File: config.mk
export PLATFORM = sky130hd
export DESIGN_NAME = alu_arbiter_flat
export DESIGN_NICKNAME = d
export VERILOG_FILES = /design/src/rtl/alu_arbiter_if.sv /design/src/rtl/alu_arbiter.sv /design/src/flat_wrapper.sv
export SDC_FILE = /design/constraint.sdc
export NUM_CORES = 1
export LEC_CHECK = 0
export BUFFER_PORTS_ARGS = -buffer_cell sky130_fd_sc_hd__buf_2
export CORE_MARGIN = 8
export CORE_UTILIZATION = 43
export CTS_CLUSTER_SIZE = 10
export DETAILED_ROUTE_END_ITERATION = 8
export HOLD_SLACK_MARGIN = 0.05
export PLACE_DENSITY = 0.8
export SYNTH_ARGS = -nofsm -noshare
export SYNTH_HDL_FRONTEND = slang
export SYNTH_SLANG_ARGS = --single-unit
File: constraint.sdc
create_clock -name clk -period 1.6 [get_ports clk]
set_input_delay 0.08 -clock clk [delete_from_list [all_inputs] [get_ports clk]]
set_output_delay 0.08 -clock clk [all_outputs]
set_load 0.01 [all_outputs]
File: src/rtl/alu_arbiter_if.sv
// Bundle of requester, shared-ALU and response signals for alu_arbiter.
// slave: the arbiter side; master: the requesters/ALU/consumer side.
interface alu_arbiter_if #(
    parameter int DATA_W = 32
);
    logic              req0_valid;
    logic              req0_ready;
    logic [3:0]        req0_ctrl;
    logic [DATA_W-1:0] req0_src1;
    logic [DATA_W-1:0] req0_src2;
    logic              req1_valid;
    logic              req1_ready;
    logic [3:0]        req1_ctrl;
    logic [DATA_W-1:0] req1_src1;
    logic [DATA_W-1:0] req1_src2;
    logic [DATA_W-1:0] alu_src1;
    logic [DATA_W-1:0] alu_src2;
    logic [3:0]        alu_control;
    logic [DATA_W-1:0] alu_result;
    logic              alu_zero;
    logic              alu_cout;
    logic              alu_overflow;
    logic              rsp_valid;
    logic              rsp_ready;
    logic              rsp_id;
    logic [DATA_W-1:0] rsp_result;
    logic              rsp_zero;
    logic              rsp_cout;
    logic              rsp_overflow;
    logic              rsp_err;

    modport slave (
        input  req0_valid, req0_ctrl, req0_src1, req0_src2,
        input  req1_valid, req1_ctrl, req1_src1, req1_src2,
        output req0_ready, req1_ready,
        output alu_src1, alu_src2, alu_control,
        input  alu_result, alu_zero, alu_cout, alu_overflow,
        output rsp_valid, rsp_id, rsp_result, rsp_zero, rsp_cout, rsp_overflow, rsp_err,
        input  rsp_ready
    );

    modport master (
        output req0_valid, req0_ctrl, req0_src1, req0_src2,
        output req1_valid, req1_ctrl, req1_src1, req1_src2,
        input  req0_ready, req1_ready,
        input  alu_src1, alu_src2, alu_control,
        output alu_result, alu_zero, alu_cout, alu_overflow,
        input  rsp_valid, rsp_id, rsp_result, rsp_zero, rsp_cout, rsp_overflow, rsp_err,
        output rsp_ready
    );
endinterface

File: src/rtl/alu_arbiter.sv
// Two-requester round-robin arbiter in front of one shared combinational ALU.
// Optional opcode check enabled by defining ALU_ARB_OPCHK_EN.
//
// state  | meaning
// S_IDLE | waiting for a request; ready goes to the granted requester
// S_EXEC | latched operands drive the ALU; result captured at cycle end
// S_RESP | response held until the consumer takes it
module alu_arbiter #(
    parameter int DATA_W   = 32,
    parameter bit RST_PRIO = 1'b0
) (
    input logic          clk,
    input logic          rst_n,
    alu_arbiter_if.slave bus
);
    typedef enum logic [1:0] {S_IDLE, S_EXEC, S_RESP} state_t;

    state_t            r_state;
    logic              r_last;
    logic              r_id;
    logic [3:0]        r_alu_control;
    logic [DATA_W-1:0] r_alu_src1;
    logic [DATA_W-1:0] r_alu_src2;
    logic              r_rsp_valid;
    logic              r_rsp_id;
    logic [DATA_W-1:0] r_rsp_result;
    logic              r_rsp_zero;
    logic              r_rsp_cout;
    logic              r_rsp_overflow;

    logic              w_ready0;
    logic              w_ready1;
    logic              w_accept;
    logic [3:0]        w_op_ctrl;
    logic [DATA_W-1:0] w_op_src1;
    logic [DATA_W-1:0] w_op_src2;
    logic              w_legal;
    logic              w_skip;

    // r_last = 1 means requester 1 was granted most recently, so requester 0 wins a tie
    assign w_ready0  = ~rst_n & (r_state == S_IDLE) & bus.req0_valid & (~bus.req1_valid | r_last);
    assign w_ready1  = ~rst_n & (r_state == S_IDLE) & bus.req1_valid & (~bus.req0_valid | ~r_last);
    assign w_accept  = w_ready0 | w_ready1;
    assign w_op_ctrl = w_ready1 ? bus.req1_ctrl : bus.req0_ctrl;
    assign w_op_src1 = w_ready1 ? bus.req1_src1 : bus.req0_src1;
    assign w_op_src2 = w_ready1 ? bus.req1_src2 : bus.req0_src2;

`ifdef ALU_ARB_OPCHK_EN
    logic r_skip;
    logic r_rsp_err;

    always_comb begin
        case (w_op_ctrl)
            4'b0000, 4'b0001, 4'b0010, 4'b0110,
            4'b0111, 4'b1100, 4'b1101: w_legal = 1'b1;
            default:                   w_legal = 1'b0;
        endcase
    end

    always_ff @(posedge clk) begin
        if (rst_n) begin
            r_skip    <= 1'b0;
            r_rsp_err <= 1'b0;
        end else begin
            if (r_state == S_IDLE && w_accept)
                r_skip <= ~w_legal;
            if (r_state == S_EXEC)
                r_rsp_err <= r_skip;
        end
    end

    assign w_skip      = r_skip;
    assign bus.rsp_err = r_rsp_err;
`else
    assign w_legal     = 1'b1;
    assign w_skip      = 1'b0;
    assign bus.rsp_err = 1'b0;
`endif

    always_ff @(posedge clk) begin
        if (rst_n) begin
            r_state        <= S_IDLE;
            r_last         <= ~RST_PRIO;
            r_id           <= 1'b0;
            r_alu_control  <= '0;
            r_alu_src1     <= '0;
            r_alu_src2     <= '0;
            r_rsp_valid    <= 1'b0;
            r_rsp_id       <= 1'b0;
            r_rsp_result   <= '0;
            r_rsp_zero     <= 1'b0;
            r_rsp_cout     <= 1'b0;
            r_rsp_overflow <= 1'b0;
        end else begin
            case (r_state)
                S_IDLE: begin
                    if (w_accept) begin
                        r_id   <= w_ready1;
                        r_last <= w_ready1;
                        // a rejected opcode never reaches the ALU pins
                        if (w_legal) begin
                            r_alu_control <= w_op_ctrl;
                            r_alu_src1    <= w_op_src1;
                            r_alu_src2    <= w_op_src2;
                        end
                        r_state <= S_EXEC;
                    end
                end
                S_EXEC: begin
                    r_rsp_valid    <= 1'b1;
                    r_rsp_id       <= r_id;
                    r_rsp_result   <= w_skip ? '0 : bus.alu_result;
                    r_rsp_zero     <= ~w_skip & bus.alu_zero;
                    r_rsp_cout     <= ~w_skip & bus.alu_cout;
                    r_rsp_overflow <= ~w_skip & bus.alu_overflow;
                    r_alu_control  <= '0;
                    r_alu_src1     <= '0;
                    r_alu_src2     <= '0;
                    r_state        <= S_RESP;
                end
                S_RESP: begin
                    if (bus.rsp_ready) begin
                        r_rsp_valid <= 1'b0;
                        r_state     <= S_IDLE;
                    end
                end
                default: r_state <= S_IDLE;
            endcase
        end
    end

    assign bus.req0_ready   = w_ready0;
    assign bus.req1_ready   = w_ready1;
    assign bus.alu_control  = r_alu_control;
    assign bus.alu_src1     = r_alu_src1;
    assign bus.alu_src2     = r_alu_src2;
    assign bus.rsp_valid    = r_rsp_valid;
    assign bus.rsp_id       = r_rsp_id;
    assign bus.rsp_result   = r_rsp_result;
    assign bus.rsp_zero     = r_rsp_zero;
    assign bus.rsp_cout     = r_rsp_cout;
    assign bus.rsp_overflow = r_rsp_overflow;
endmodule

File: src/flat_wrapper.sv
// flat-port wrapper written by rule: the top's interface ports become plain ports
module alu_arbiter_flat 
#(
    parameter int DATA_W   = 32,
    parameter bit RST_PRIO = 1'b0
)
  (clk, rst_n, bus_req0_valid, bus_req0_ctrl, bus_req0_src1, bus_req0_src2, bus_req1_valid, bus_req1_ctrl, bus_req1_src1, bus_req1_src2, bus_req0_ready, bus_req1_ready, bus_alu_src1, bus_alu_src2, bus_alu_control, bus_alu_result, bus_alu_zero, bus_alu_cout, bus_alu_overflow, bus_rsp_valid, bus_rsp_id, bus_rsp_result, bus_rsp_zero, bus_rsp_cout, bus_rsp_overflow, bus_rsp_err, bus_rsp_ready);
  alu_arbiter_if #(.DATA_W(DATA_W)) bus_i ();
  input logic clk;
  input logic rst_n;
  input wire logic [$bits(bus_i.req0_valid)-1:0] bus_req0_valid;
  input wire logic [$bits(bus_i.req0_ctrl)-1:0] bus_req0_ctrl;
  input wire logic [$bits(bus_i.req0_src1)-1:0] bus_req0_src1;
  input wire logic [$bits(bus_i.req0_src2)-1:0] bus_req0_src2;
  input wire logic [$bits(bus_i.req1_valid)-1:0] bus_req1_valid;
  input wire logic [$bits(bus_i.req1_ctrl)-1:0] bus_req1_ctrl;
  input wire logic [$bits(bus_i.req1_src1)-1:0] bus_req1_src1;
  input wire logic [$bits(bus_i.req1_src2)-1:0] bus_req1_src2;
  output wire logic [$bits(bus_i.req0_ready)-1:0] bus_req0_ready;
  output wire logic [$bits(bus_i.req1_ready)-1:0] bus_req1_ready;
  output wire logic [$bits(bus_i.alu_src1)-1:0] bus_alu_src1;
  output wire logic [$bits(bus_i.alu_src2)-1:0] bus_alu_src2;
  output wire logic [$bits(bus_i.alu_control)-1:0] bus_alu_control;
  input wire logic [$bits(bus_i.alu_result)-1:0] bus_alu_result;
  input wire logic [$bits(bus_i.alu_zero)-1:0] bus_alu_zero;
  input wire logic [$bits(bus_i.alu_cout)-1:0] bus_alu_cout;
  input wire logic [$bits(bus_i.alu_overflow)-1:0] bus_alu_overflow;
  output wire logic [$bits(bus_i.rsp_valid)-1:0] bus_rsp_valid;
  output wire logic [$bits(bus_i.rsp_id)-1:0] bus_rsp_id;
  output wire logic [$bits(bus_i.rsp_result)-1:0] bus_rsp_result;
  output wire logic [$bits(bus_i.rsp_zero)-1:0] bus_rsp_zero;
  output wire logic [$bits(bus_i.rsp_cout)-1:0] bus_rsp_cout;
  output wire logic [$bits(bus_i.rsp_overflow)-1:0] bus_rsp_overflow;
  output wire logic [$bits(bus_i.rsp_err)-1:0] bus_rsp_err;
  input wire logic [$bits(bus_i.rsp_ready)-1:0] bus_rsp_ready;
  assign bus_i.req0_valid = bus_req0_valid;
  assign bus_i.req0_ctrl = bus_req0_ctrl;
  assign bus_i.req0_src1 = bus_req0_src1;
  assign bus_i.req0_src2 = bus_req0_src2;
  assign bus_i.req1_valid = bus_req1_valid;
  assign bus_i.req1_ctrl = bus_req1_ctrl;
  assign bus_i.req1_src1 = bus_req1_src1;
  assign bus_i.req1_src2 = bus_req1_src2;
  assign bus_req0_ready = bus_i.req0_ready;
  assign bus_req1_ready = bus_i.req1_ready;
  assign bus_alu_src1 = bus_i.alu_src1;
  assign bus_alu_src2 = bus_i.alu_src2;
  assign bus_alu_control = bus_i.alu_control;
  assign bus_i.alu_result = bus_alu_result;
  assign bus_i.alu_zero = bus_alu_zero;
  assign bus_i.alu_cout = bus_alu_cout;
  assign bus_i.alu_overflow = bus_alu_overflow;
  assign bus_rsp_valid = bus_i.rsp_valid;
  assign bus_rsp_id = bus_i.rsp_id;
  assign bus_rsp_result = bus_i.rsp_result;
  assign bus_rsp_zero = bus_i.rsp_zero;
  assign bus_rsp_cout = bus_i.rsp_cout;
  assign bus_rsp_overflow = bus_i.rsp_overflow;
  assign bus_rsp_err = bus_i.rsp_err;
  assign bus_i.rsp_ready = bus_rsp_ready;
  alu_arbiter #(.DATA_W(DATA_W), .RST_PRIO(RST_PRIO)) u_core (.clk(clk), .rst_n(rst_n), .bus(bus_i));
endmodule
---- Yosys cells after proc, flatten, opt, wreduce, memory -nomap -nowiden ----
Index checks and enable logic that the tools add are counted.
word-level totals
  register bits after elaboration ......... 109
  output and inout port bits .............. 108
  logic and storage cells ................. 49
cells by class
  equality and inequality tests ........... 4
  multiplexer cells ....................... 14
  bitwise operators ....................... 12
  reduce and logical (&&, ||, !) cells .... 7
operators by type and width
  kind                number
  $mux 32             4
  $pmux 32 s2         2
  $mux 4              2
  $pmux 4 s2          1
  $reduce_and 2->1    4
  $pmux 2 s3          1
  $and 1x1->1         5
  $mux 2              2
  $not 1->1           4
  $reduce_bool 2->1   2
  $or 1x1->1          3
  $eq 2x1->1 const B  1
  $eq 2x2->1 const B  1
  $logic_not 2->1     1
  $ne 2x1->1 const B  1
  $ne 2x2->1 const B  1
  $pmux 1 s2          1
  $mux 1              1

---- Longest topological paths before layout ----
  depth in word-level cells ............... 7
  mapped depth ............................ 7
  mapped depth without buffers ............ 3

---- Worst setup path before layout ----
No wires, ideal clock.
  kind .................................... flip-flop to flip-flop
  start point ............................. register u_core.r_state[1]
  end point ............................... register u_core.r_alu_src1[21], in the netlist u_core.bus.alu_src1[21]
  library setup time ...................... 0.133 ns
  arrival time ............................ 1.313 ns
  required time ........................... 1.467 ns
  setup slack ............................. 0.154 ns
  stages on the path, launching flop included .. 7
  buffers on the path ..................... 3
  period minus slack after synthesis ...... 1.446 ns
  path through ............................ dfxtp_1 -> buf_2 -> or3_1 -> buf_2 -> clkbuf_1 -> o21ai_0 -> a311oi_1
between the ends
  cells in the longest elaborated chain, start to end .. 7
  elaborated cells on any way between the ends .. 14
ends and longest elaborated chain
  element                                          RTL line                                                 text
  start, declared                                  alu_arbiter.sv:18                                        state_t r_state;
  start signal, assigned                           alu_arbiter.sv:82                                        r_state <= S_IDLE;
  start signal, assigned                           alu_arbiter.sv:106                                       r_state <= S_EXEC;
  start signal, assigned                           alu_arbiter.sv:119                                       r_state <= S_RESP;
  $logic_not 2->1                                  alu_arbiter.sv:41, alu_arbiter.sv:42, alu_arbiter.sv:95
  $and 1x1->1                                      alu_arbiter.sv:41, alu_arbiter.sv:42
  $and 1x1->1 (on tied branches) (2 in a row)      alu_arbiter.sv:42, alu_arbiter.sv:41
  $mux 32 or $or 1x1->1 (tied branches)            alu_arbiter.sv:45, alu_arbiter.sv:43
  $mux 32 or $ne 2x1->1 (tied branches)            --
  $pmux 32 s2 or $reduce_and 2->1 (tied branches)  --
  end signal, assigned                             alu_arbiter.sv:103                                       r_alu_src1 <= w_op_src1;
  end, declared                                    alu_arbiter.sv:22                                        logic [DATA_W-1:0] r_alu_src1;
Several ways; a longest one is shown, not always the timed one. The select of a mux whose other input is x is not followed.
A chain may end at the register's enable or synchronous reset.

---- Final worst setup path ----
  start point ............................. register u_core.r_state[1]
  end point ............................... register u_core.r_alu_src2[17], in the netlist u_core.bus.alu_src2[17]
between the ends
  cells in the longest elaborated chain, start to end .. 7
  elaborated cells on any way between the ends .. 14
ends and longest elaborated chain
  element                                          RTL line                                                 text
  $logic_not 2->1                                  alu_arbiter.sv:41, alu_arbiter.sv:42, alu_arbiter.sv:95
  $and 1x1->1                                      alu_arbiter.sv:41, alu_arbiter.sv:42
  $and 1x1->1 (on tied branches) (2 in a row)      alu_arbiter.sv:42, alu_arbiter.sv:41
  $mux 32 or $or 1x1->1 (tied branches)            alu_arbiter.sv:46, alu_arbiter.sv:43
  $mux 32 or $ne 2x1->1 (tied branches)            --
  $pmux 32 s2 or $reduce_and 2->1 (tied branches)  --
  end signal, assigned                             alu_arbiter.sv:104                                       r_alu_src2 <= w_op_src2;
  end, declared                                    alu_arbiter.sv:23                                        logic [DATA_W-1:0] r_alu_src2;
Several ways; a longest one is shown, not always the timed one. The select of a mux whose other input is x is not followed.

==> impl_metrics.xml <==
<?xml version="1.0" encoding="UTF-8"?>
<metrics>
  <group name="placed_design">
    <metric name="post-place-ws" unit="ns">-0.00338</metric>
    <metric name="place_area" unit="um2">6290</metric>
    <metric name="port_buffers" unit="">282</metric>
    <metric name="dp_cells" unit="">961</metric>
    <metric name="gp_congestion" unit="">0.794</metric>
    <metric name="dp_hpwl" unit="um">12200</metric>
  </group>
  <group name="setup_path">
    <metric name="end_kind" unit="">flip-flop</metric>
    <metric name="reg2reg_slack" unit="ns">-0.03</metric>
    <metric name="cpPeakStageDelay" unit="ns">0.46</metric>
    <metric name="worst_r2r_path_depth" unit="">4</metric>
    <metric name="crit_path_launch" unit="">u_core.r_state[1]</metric>
    <metric name="worstPathMaxFanout" unit="">30</metric>
    <metric name="cp-endpoint" unit="">u_core.bus.alu_src2[17]</metric>
    <metric name="cp_slowest_cell" unit="">or3_4</metric>
    <metric name="r2r_end" unit="">u_core.bus.alu_src2[17]</metric>
    <metric name="crit_path_kind" unit="">flip-flop to flip-flop</metric>
    <metric name="worst_r2r_startpoint" unit="">u_core.r_state[1]</metric>
    <metric name="crit_required" unit="ns">1.84</metric>
    <metric name="arr_time_crit_path" unit="ns">1.87</metric>
    <metric name="crit_chain" unit="">or3_4 &gt; buf_12 &gt; o21ai_0 &gt; a311oi_1</metric>
    <metric name="crit_path_start_kind" unit="">flip-flop</metric>
  </group>
  <group name="final_layout">
    <metric name="drive_above_1_share" unit="%">35.9</metric>
    <metric name="layout.cell_area.non_filler" unit="um2">8550</metric>
    <metric name="final_net_count" unit="">1190</metric>
    <metric name="synthToLayoutAreaGrowth" unit="%">83.8</metric>
    <metric name="final_cell_count_no_fill" unit="">1163</metric>
    <metric name="postLayoutCoreUtil" unit="%">79.9</metric>
  </group>
  <group name="yosys">
    <metric name="most_frequently_used_cell_type_in_the_post_synthesis_netlist" unit="">dfxtp_1</metric>
    <metric name="post_synth_instance_area" unit="um2">4650</metric>
    <metric name="synth-async-reset-ratio" unit="%">0</metric>
    <metric name="yosys-top-cells-count" unit="">dfxtp_1, nand2_1, nand3_1, nor2_1, a311oi_1</metric>
    <metric name="post_synth_main_area_contributors" unit="">dfxtp_1, a311oi_1, nand3_1, o21ai_0, nand2_1</metric>
    <metric name="most_common_flop_cell_mapped_by_yosys" unit="">dfxtp_1</metric>
    <metric name="synth_top_area_cell" unit="">dfxtp_1</metric>
    <metric name="synthesis.area_per_instance" unit="um2">8.02</metric>
    <metric name="synth_nets" unit="">756</metric>
    <metric name="yosysWarningCount" unit="">0</metric>
    <metric name="synth_top_area_share" unit="%">46.9</metric>
    <metric name="synth_cell_types" unit="">29</metric>
    <metric name="flip_flop_and_latch_count_after_synthesis" unit="">109</metric>
    <metric name="synth_seq_area_share" unit="%">46.9</metric>
    <metric name="synth_cells" unit="">580</metric>
    <metric name="number_of_enable_type_register_cells_in_the_synthesized_netlist" unit="">0</metric>
  </group>
  <group name="grt">
    <metric name="globalRoute.totalOverflow" unit="">0</metric>
    <metric name="grt_start_max_net_pins" unit="">41</metric>
    <metric name="grt_pass1_vias" unit="">6684</metric>
    <metric name="grt_util_all_layers" unit="%">30.6</metric>
    <metric name="grt_antenna_before_repair" unit="">4</metric>
    <metric name="grt_pass1_wl" unit="um">35600</metric>
  </group>
  <group name="power_and_ir_drop">
    <metric name="finalPower" unit="mW">7.71</metric>
    <metric name="max-vdd-ir-drop" unit="mV">0.659</metric>
    <metric name="power_leakage" unit="nW">3.80</metric>
    <metric name="power_density" unit="nW/um2">903</metric>
  </group>
  <group name="floorplan">
    <metric name="core_area" unit="um2">10700</metric>
    <metric name="die_h" unit="um">120</metric>
    <metric name="fp.dieArea" unit="um2">14400</metric>
    <metric name="ios" unit="">284</metric>
    <metric name="placementRows" unit="">38</metric>
    <metric name="start_util" unit="%">43.5</metric>
    <metric name="die_width" unit="um">120</metric>
  </group>
  <group name="cts">
    <metric name="cts_root_buf" unit="">clkbuf_8</metric>
    <metric name="numClockSinks" unit="">109</metric>
    <metric name="path_clk_slew" unit="ns">0.11</metric>
    <metric name="clock_tree_from_tritoncts" unit="">yes</metric>
    <metric name="later_pin_clock_latency_in_the_skew_report" unit="ns">0.37</metric>
    <metric name="cts_buffer_depth" unit="">2</metric>
    <metric name="cts_inserted_buffers" unit="">9</metric>
    <metric name="clock_tree.htree_level_count" unit="">3</metric>
  </group>
  <group name="timing">
    <metric name="final-setup-viol-count" unit="">1</metric>
    <metric name="post-route-worst-setup-slack" unit="ns">-0.0274</metric>
    <metric name="min_period_over_period" unit="%">102</metric>
    <metric name="worst_hold_slack" unit="ns">0.276</metric>
    <metric name="worst_clock_skew" unit="ns">0.0152</metric>
    <metric name="timing.fmax" unit="MHz">614</metric>
    <metric name="finalHoldViolCount" unit="">0</metric>
    <metric name="report.final.slew_viol_count" unit="">0</metric>
    <metric name="final.min_clock_period" unit="ns">1.63</metric>
    <metric name="final.setup.tns" unit="ns">-0.0274</metric>
    <metric name="grt_setup_unrepaired" unit="">true</metric>
  </group>
  <group name="drt">
    <metric name="met3RoutedLength" unit="um">2430</metric>
    <metric name="routed_wire_length_per_instance" unit="um">20.4</metric>
    <metric name="drc_errors" unit="">0</metric>
    <metric name="routed.top_layer" unit="">met4</metric>
    <metric name="route.vias.total" unit="">6637</metric>
    <metric name="routed_via_density" unit="">5.71</metric>
    <metric name="route.final.wire_length" unit="um">23800</metric>
    <metric name="wire_length_on_met2" unit="um">11700</metric>
    <metric name="firstDrtPassIters" unit="">6</metric>
    <metric name="routedLengthMet1" unit="um">8430</metric>
    <metric name="dr.first_iter.drc_count" unit="">1028</metric>
    <metric name="route.antenna.remaining_nets" unit="">0</metric>
  </group>
  <group name="job">
    <metric name="drv.max_cap_violation_count" unit="">0</metric>
  </group>
  <group name="run_status">
    <metric name="violations" unit="">setup timing</metric>
    <metric name="run_status" unit="">complete, but fails checks</metric>
  </group>
  <group name="min_path">
    <metric name="min-delay-path-class" unit="">input port to flip-flop</metric>
  </group>
</metrics>
[cell families after synthesis]
group,share of synthesized area (%)
DFF,46.9
and+or+nand+nor,20.4
buffers and inverters,6.94
other,0.0806
AOI/OAI and AO/OA,25.6
[where the power goes]
group / switching (mW) / leakage (nW) / internal (mW) / total [mW]
clock: 1.02 / 0.118 / 0.915 / 1.93
combinational: 1.38 / 2.78 / 1.19 / 2.56
sequential: 0.178 / 0.901 / 3.04 / 3.22
total: 2.58 / 3.80 / 5.14 / 7.71
[state kept, by name (all words and copies together) (netlist names)]
signal                   flops
u_core.bus.alu_src1         32
u_core.bus.rsp_zero          1
u_core.bus.rsp_id            1
u_core.bus.alu_src2         32
u_core.bus.rsp_result       32
u_core.bus.alu_control       4
u_core.bus.rsp_cout          1
u_core.bus.rsp_valid         1
u_core.bus.rsp_overflow      1
u_core.r_state               2
u_core.r_last                1
u_core.r_id                  1
[worst min-delay path by stage]
stage	start	endpoint	slack, ns	cells after the start
6_report	bus_req0_valid	u_core.r_state[0]	0.28	5
3_5_place_dp	bus_alu_result[1]	u_core.bus.rsp_result[1]	0.33	3
4_1_cts	bus_req0_valid	u_core.r_state[0]	0.13	4
5_1_grt	bus_req0_valid	u_core.r_last	0.29	5
2_1_floorplan	bus_alu_cout	u_core.bus.rsp_cout	0.22	2
3_3_place_gp	bus_alu_result[28]	u_core.bus.rsp_result[28]	0.32	3
[layout by cell type (no fill, tap or decap), types with 7 or more instances in the layout]
| cell | instances |
|---|---|
| nor2_1 | 69 |
| clkbuf_8 | 9 |
| buf_6 | 7 |
| nand3_1 | 65 |
| buf_12 | 14 |
| o21ai_1 | 14 |
| buf_4 | 12 |
| dlygate4sd3_1 | 172 |
| dfxtp_1 | 107 |
| a311oi_1 | 53 |
| a21oi_1 | 38 |
| o21ai_0 | 55 |
| buf_2 | 281 |
| a311oi_2 | 15 |
| nand2_1 | 73 |
[repair_timing]
action / 4_1_cts / 5_1_grt
pin swaps: 3 / 15
resized for setup: 14 / 36
setup buffers: 2 / 8
endpoints found under the hold margin: 104 / 0
gates cloned: 1 / 1
hold buffers: 172 / 0
setup endpoints to repair: 9 / 60
[worst max-delay path: cells and delay by family (launching register included)]
kind                   cells  cell delay, ns
buffers and inverters      1            0.19
AND/OR/NAND/NOR            1            0.46
AO/OA/AOI/OAI              2            0.48
flip-flops                 1            0.37
[area by class of cell]
| cell class | instances | area (um2) |
|---|---|---|
| Timing Repair Buffer | 488 | 3620 |
| Multi-Input combinational cell | 404 | 2310 |
| Tap cell | 140 | 175 |
| Clock inverter | 7 | 105 |
| Sequential cell | 109 | 2190 |
| Fill cell | 638 | 2150 |
| Inverter | 2 | 7.51 |
| Clock buffer | 9 | 124 |
| Antenna cell | 4 | 10.0 |
[layer usage]
metal | vias to the layer above | GRT usage [%]
met5 | - | 0
met4 | 0 | 20.2
met3 | 115 | 9.77
met2 | 526 | 50.9
met1 | 3042 | 33.1
li1 | 2954 | -
No activity file was read; power rests on OpenSTA's default activity.
